`src/rtl/aes_word_loader.sv`:
```
// Word loader and result capture around the AES encrypt core.
// Latency: Nr+2 clk edges from the last-word handshake to out_valid.
// Backpressure: in_ready drops for the whole run; out_ready low holds the result indefinitely.
module aes_word_loader #(
    parameter int N  = 128,  // key width in bits, must match the core
    parameter int Nr = 10,   // round count, must match the core
    parameter int Nk = 4     // key words (N/32)
) (
    input  logic         clk,
    input  logic         reset,
    input  logic [31:0]  in_data,
    input  logic         in_valid,
    output logic         in_ready,
    output logic [127:0] core_datain,
    output logic [N-1:0] core_key,
    output logic         core_rst,
    input  logic [127:0] core_state,
    output logic [127:0] out_data,
    output logic         out_valid,
    input  logic         out_ready,
    output logic         busy
);

    // Words per block: four plaintext words followed by Nk key words.
    localparam int W   = 4 + Nk;
    localparam int WCW = $clog2(W);
    localparam int CCW = $clog2(Nr + 2);

    localparam logic [WCW-1:0] WLAST = WCW'(W - 1);
    localparam logic [WCW-1:0] WKEY0 = WCW'(4);
    // The core's ciphertext is valid after its (Nr+1)th edge out of reset,
    // so it is sampled on the edge where ccnt has reached Nr+1.
    localparam logic [CCW-1:0] CLAST = CCW'(Nr + 1);

    typedef enum logic [1:0] {
        COLLECT = 2'd0,
        RUN     = 2'd1,
        DONE    = 2'd2
    } state_t;

    state_t         state;
    state_t         state_nxt;
    logic [WCW-1:0] wcnt;
    logic [CCW-1:0] ccnt;
    logic           accept;
    logic           last_word;
    logic           capture;
    logic           handoff;

    assign in_ready = (state == COLLECT);
    assign busy     = (state != COLLECT);

    // State register.
    always_ff @(posedge clk or posedge reset) begin
        if (reset) begin
            state <= COLLECT;
        end else begin
            state <= state_nxt;
        end
    end

    // Next-state decode and the per-cycle strobes that drive the datapath.
    always_comb begin
        state_nxt = state;
        accept    = 1'b0;
        last_word = 1'b0;
        capture   = 1'b0;
        handoff   = 1'b0;
        case (state)
            COLLECT: begin
                accept = in_valid;
                if (in_valid && (wcnt == WLAST)) begin
                    last_word = 1'b1;
                    state_nxt = RUN;
                end
            end
            RUN: begin
                if (ccnt == CLAST) begin
                    capture   = 1'b1;
                    state_nxt = DONE;
                end
            end
            DONE: begin
                if (out_valid && out_ready) begin
                    handoff   = 1'b1;
                    state_nxt = COLLECT;
                end
            end
            default: state_nxt = COLLECT;
        endcase
    end

    // Word buffers, counters, core reset control and result register.
    // Buffers shift left with the newest word at the LSB, so the first
    // word of each group ends up in the most significant position.
    always_ff @(posedge clk or posedge reset) begin
        if (reset) begin
            wcnt        <= '0;
            ccnt        <= '0;
            core_datain <= '0;
            core_key    <= '0;
            core_rst    <= 1'b1;
            out_data    <= '0;
            out_valid   <= 1'b0;
        end else begin
            if (accept) begin
                if (wcnt < WKEY0) begin
                    core_datain <= {core_datain[95:0], in_data};
                end else begin
                    core_key <= {core_key[N-33:0], in_data};
                end
                wcnt <= last_word ? '0 : wcnt + WCW'(1);
            end

            if (last_word) begin
                ccnt     <= '0;
                core_rst <= 1'b0;
            end else if (state == RUN) begin
                ccnt <= ccnt + CCW'(1);
            end

            if (capture) begin
                out_data  <= core_state;
                out_valid <= 1'b1;
                core_rst  <= 1'b1;
            end

            if (handoff) begin
                out_valid <= 1'b0;
            end
        end
    end

endmodule
```
`config.mk`:
```
export PLATFORM = sky130hd
export DESIGN_NAME = aes_word_loader
export DESIGN_NICKNAME = d
export VERILOG_FILES = /design/src/rtl/aes_word_loader.sv
export SDC_FILE = /design/constraint.sdc
export NUM_CORES = 1
export LEC_CHECK = 0
export CAP_MARGIN = 20
export CORE_AREA = 2 2 217 219
export CTS_CLUSTER_SIZE = 8
export DETAILED_ROUTE_END_ITERATION = 10
export DIE_AREA = 0 0 219 221
export GPL_TIMING_DRIVEN = 0
export HOLD_SLACK_MARGIN = 0.06
export PLACE_DENSITY = 0.63
export SLEW_MARGIN = 5
export SYNTH_ARGS = -nofsm -noshare
export SYNTH_HDL_FRONTEND = slang
export SYNTH_SLANG_ARGS = --single-unit
```
`constraint.sdc`:
```
create_clock -name clk -period 21.7 [get_ports clk]
set_clock_uncertainty 0.2 [all_clocks]
set_input_delay 2.17 -clock clk [delete_from_list [all_inputs] [get_ports clk]]
set_output_delay 2.17 -clock clk [all_outputs]
set_load 0.03 [all_outputs]
```
==> impl_metrics.env <==
export IMPL_status="finished, final reports clean"
export IMPL_fill_cells=4022
export IMPL_combPwrFrac_pct=49.7
export IMPL_die_h_um=221
export IMPL_ys_ff_latch=395
export IMPL_wl_met3_mm=2.555
export IMPL_timing_fmax_mhz=222.6
export IMPL_rsz0062_at_grt="false"
export IMPL_design_core_area_um2=46060
export IMPL_yosysWarningCount=0
export IMPL_top_layer_used="met4"
export IMPL_finalHoldViolCount=0
export IMPL_ctsHtreeMaxLevel=2
export IMPL_synth_nets=1029
export IMPL_dr_wl_met2_mm=22.64
export IMPL_power_frac_seq_pct=31.9
export IMPL_p_int_mw=2.500
export IMPL_routabilityCongestion=0.7914
export IMPL_fin_util_pct=50.34
export IMPL_cp_arrival_ns=2.12
export IMPL_worst_setup_path_end_kind="output pin"
export IMPL_finalCritPeriodShare_pct=20.70
export IMPL_crit_family="buffers and inverters"
export IMPL_vias=9610
export IMPL_clk_path_buf_depth=3
export IMPL_required_ns=19.33
export IMPL_maxSlewHeadroom_pct=58.43
export IMPL_grt_total_usage_pct=18.25
export IMPL_synth_cells=862
export IMPL_avgSynthCellArea_um2=17.83
export IMPL_synthArstFlopShare_pct=100.0
export IMPL_ys_flop_type="dfrtp_1"
export IMPL_setup_viol=0
export IMPL_drv_slew=0
export IMPL_drc=0
export IMPL_grt_first_pass_wirelength_mm=66.73
export IMPL_grt_overflow_total=0
export IMPL_synth_distinct_cells=31
export IMPL_detailed_place_hpwl_mm=33.31
export IMPL_final_common_cell="clkdlybuf4s50_1"
export IMPL_dieArea_um2=48400
export IMPL_detail_route_first_pass_iterations=4
export IMPL_num_rows=79
export IMPL_post_cts_buffers=0
export IMPL_antenna_found_initial=0
export IMPL_port_buffers=551
export IMPL_pin_count=552
export IMPL_cts_hold_buf=0
export IMPL_period_needed_ns=4.492
export IMPL_fp_dieW_um=219
export IMPL_ir_worst_vdd_uv=116.9
export IMPL_netlist_area_um2=15370
export IMPL_cap_violations=0
export IMPL_fin_nets=1640
export IMPL_finalPower_mw=4.095
export IMPL_via_per_inst=4.587
export IMPL_cts_tree="built"
export IMPL_cts_resized=0
export IMPL_path_cells="nor2_1 -> clkdlybuf4s50_1"
export IMPL_layout_common_cells="clkdlybuf4s50_1 (551), dfrtp_1 (394), mux2_2 (256), mux2_4 (100), clkbuf_16 (55)"
export IMPL_wl_met1_mm=17.86
export IMPL_power_density_nw_per_um2=176.6
export IMPL_worst_slew_pin_slew_ns=0.6236
export IMPL_cp_num_buf_inv=1
export IMPL_wire_per_inst_um=21.31
export IMPL_synth_edf_count=0
export IMPL_ant_nets=0
export IMPL_clock_sinks=395
export IMPL_grt_pass1_vias=10270
export IMPL_clkLatencyLatePin_ns=0.57
export IMPL_critPathMaxFanout=8
export IMPL_grt_max_degree=122
export IMPL_initial_core_util_pct=33.37
export IMPL_startpoint_type="flip-flop"
export IMPL_worst_setup_path_type="reg -> out"
export IMPL_slowest_stage="clkdlybuf4s50_1"
export IMPL_hp_class="reg -> reg"
export IMPL_tns_ns=0
export IMPL_drt_first_iter_violations=415
export IMPL_root_buffer="clkbuf_16"
export IMPL_critPathMaxStageDelay_ns=0.75
export IMPL_power_switching_mw=1.594
export IMPL_wirelength_mm=44.64
export IMPL_switching_share_pct=38.93
export IMPL_cts_made_buffers=55
export IMPL_layout_drive_gt1_share_pct=31.27
export IMPL_clkPwrFrac_pct=18.4
export IMPL_p_leak_nw=10.19
export IMPL_seq_area_frac_synth_pct=64.32
export IMPL_area_delta_synth_final_pct=50.87
export IMPL_clkTransAtPathRegs_ns=0.05
cells in the mapped netlist, drive strengths merged (2+ instances only):
master | number | area, µm²
nor2 | 3 | 27.53
dfrtp | 394 | 9859
a22o | 2 | 17.52
mux2 | 385 | 4711
or3b | 2 | 17.52
inv | 5 | 18.77
nand2b | 2 | 12.51
a21o | 3 | 22.52
o21ai | 3 | 15.01
nand2 | 4 | 15.01
buf | 44 | 506.7
nand3 | 2 | 10.01
ha | 3 | 37.54
power groups by stage:
| stage | combinational, mW | clock, mW | sequential, mW |
|---|---|---|---|
| 2_1_floorplan | 0.581 | 0 | 1.89 |
| 3_3_place_gp | 2.04 | 0 | 1.31 |
| 3_5_place_dp | 2.06 | 0 | 1.32 |
| 4_1_cts | 2.06 | 0.776 | 1.31 |
| 5_1_grt | 2.12 | 0.811 | 1.35 |
| 6_report | 2.04 | 0.752 | 1.31 |
cells by family after synthesis:
| logic type | synth area share, % |
|---|---|
| buffers and inverters | 3.419 |
| and+or+nand+nor | 0.7083 |
| adders and majority gates | 0.2442 |
| AOI/OAI and AO/OA | 0.5943 |
| muxes | 30.71 |
| DFF | 64.32 |
stage by stage:
| stage | hold slack, ns | setup slack, ns | area, µm² | std cells |
|---|---|---|---|---|
| after floorplan | 0.2530 | 8.349 | 15370 | 862 |
| after global placement | 0.2688 | 3.293 | 21640 | 2020 |
| after detailed placement | 0.2737 | 17.24 | 21730 | 2023 |
| after CTS | 0.2840 | 17.13 | 23190 | 2094 |
| after global routing | 0.3035 | 17.10 | 23190 | 2094 |
| final | 0.2841 | 17.21 | 23190 | 2095 |
worst paths after layout:
check	slack [ns]	depth (start not counted)	start	end
worst min-delay path	0.28	1	out_data[34]	out_data[34]
worst min register to register	0.28	1	out_data[34]	out_data[34]
min in group asynchronous	1.85	2	reset	out_data[6]
max in group asynchronous	17.98	4	reset	core_datain[22]
worst max-delay path	17.21	2	state[0]	in_ready
worst max register to register	19.34	5	state[0]	core_key[74]
final cells by class:
class / count / area, µm² / share of cell area (%)
Tap cell: 607 / 759.5 / 3.275
Multi-Input combinational cell: 418 / 4959 / 21.38
Antenna cell: 1 / 2.502 / 0.01079
Clock buffer: 70 / 1443 / 6.221
Buffer: 44 / 506.7 / 2.185
Sequential cell: 395 / 9886 / 42.63
Inverter: 5 / 26.28 / 0.1133
Clock inverter: 1 / 8.758 / 0.03777
Timing Repair Buffer: 554 / 5598 / 24.14
state kept, by name, summed over array words and instances (netlist names):
name	count
core_datain	128
state	2
out_data	128
ccnt	4
out_valid	1
core_key	128
wcnt	3
core_rst	1
metal layers:
metal | vias to the layer above | global-route usage, %
met4 | 0 | 7.498
li1 | 4272 | -
met3 | 91 | 4.192
met5 | - | 0
met2 | 285 | 31.15
met1 | 4962 | 22.13
No activity file was read; power rests on OpenSTA's default activity.
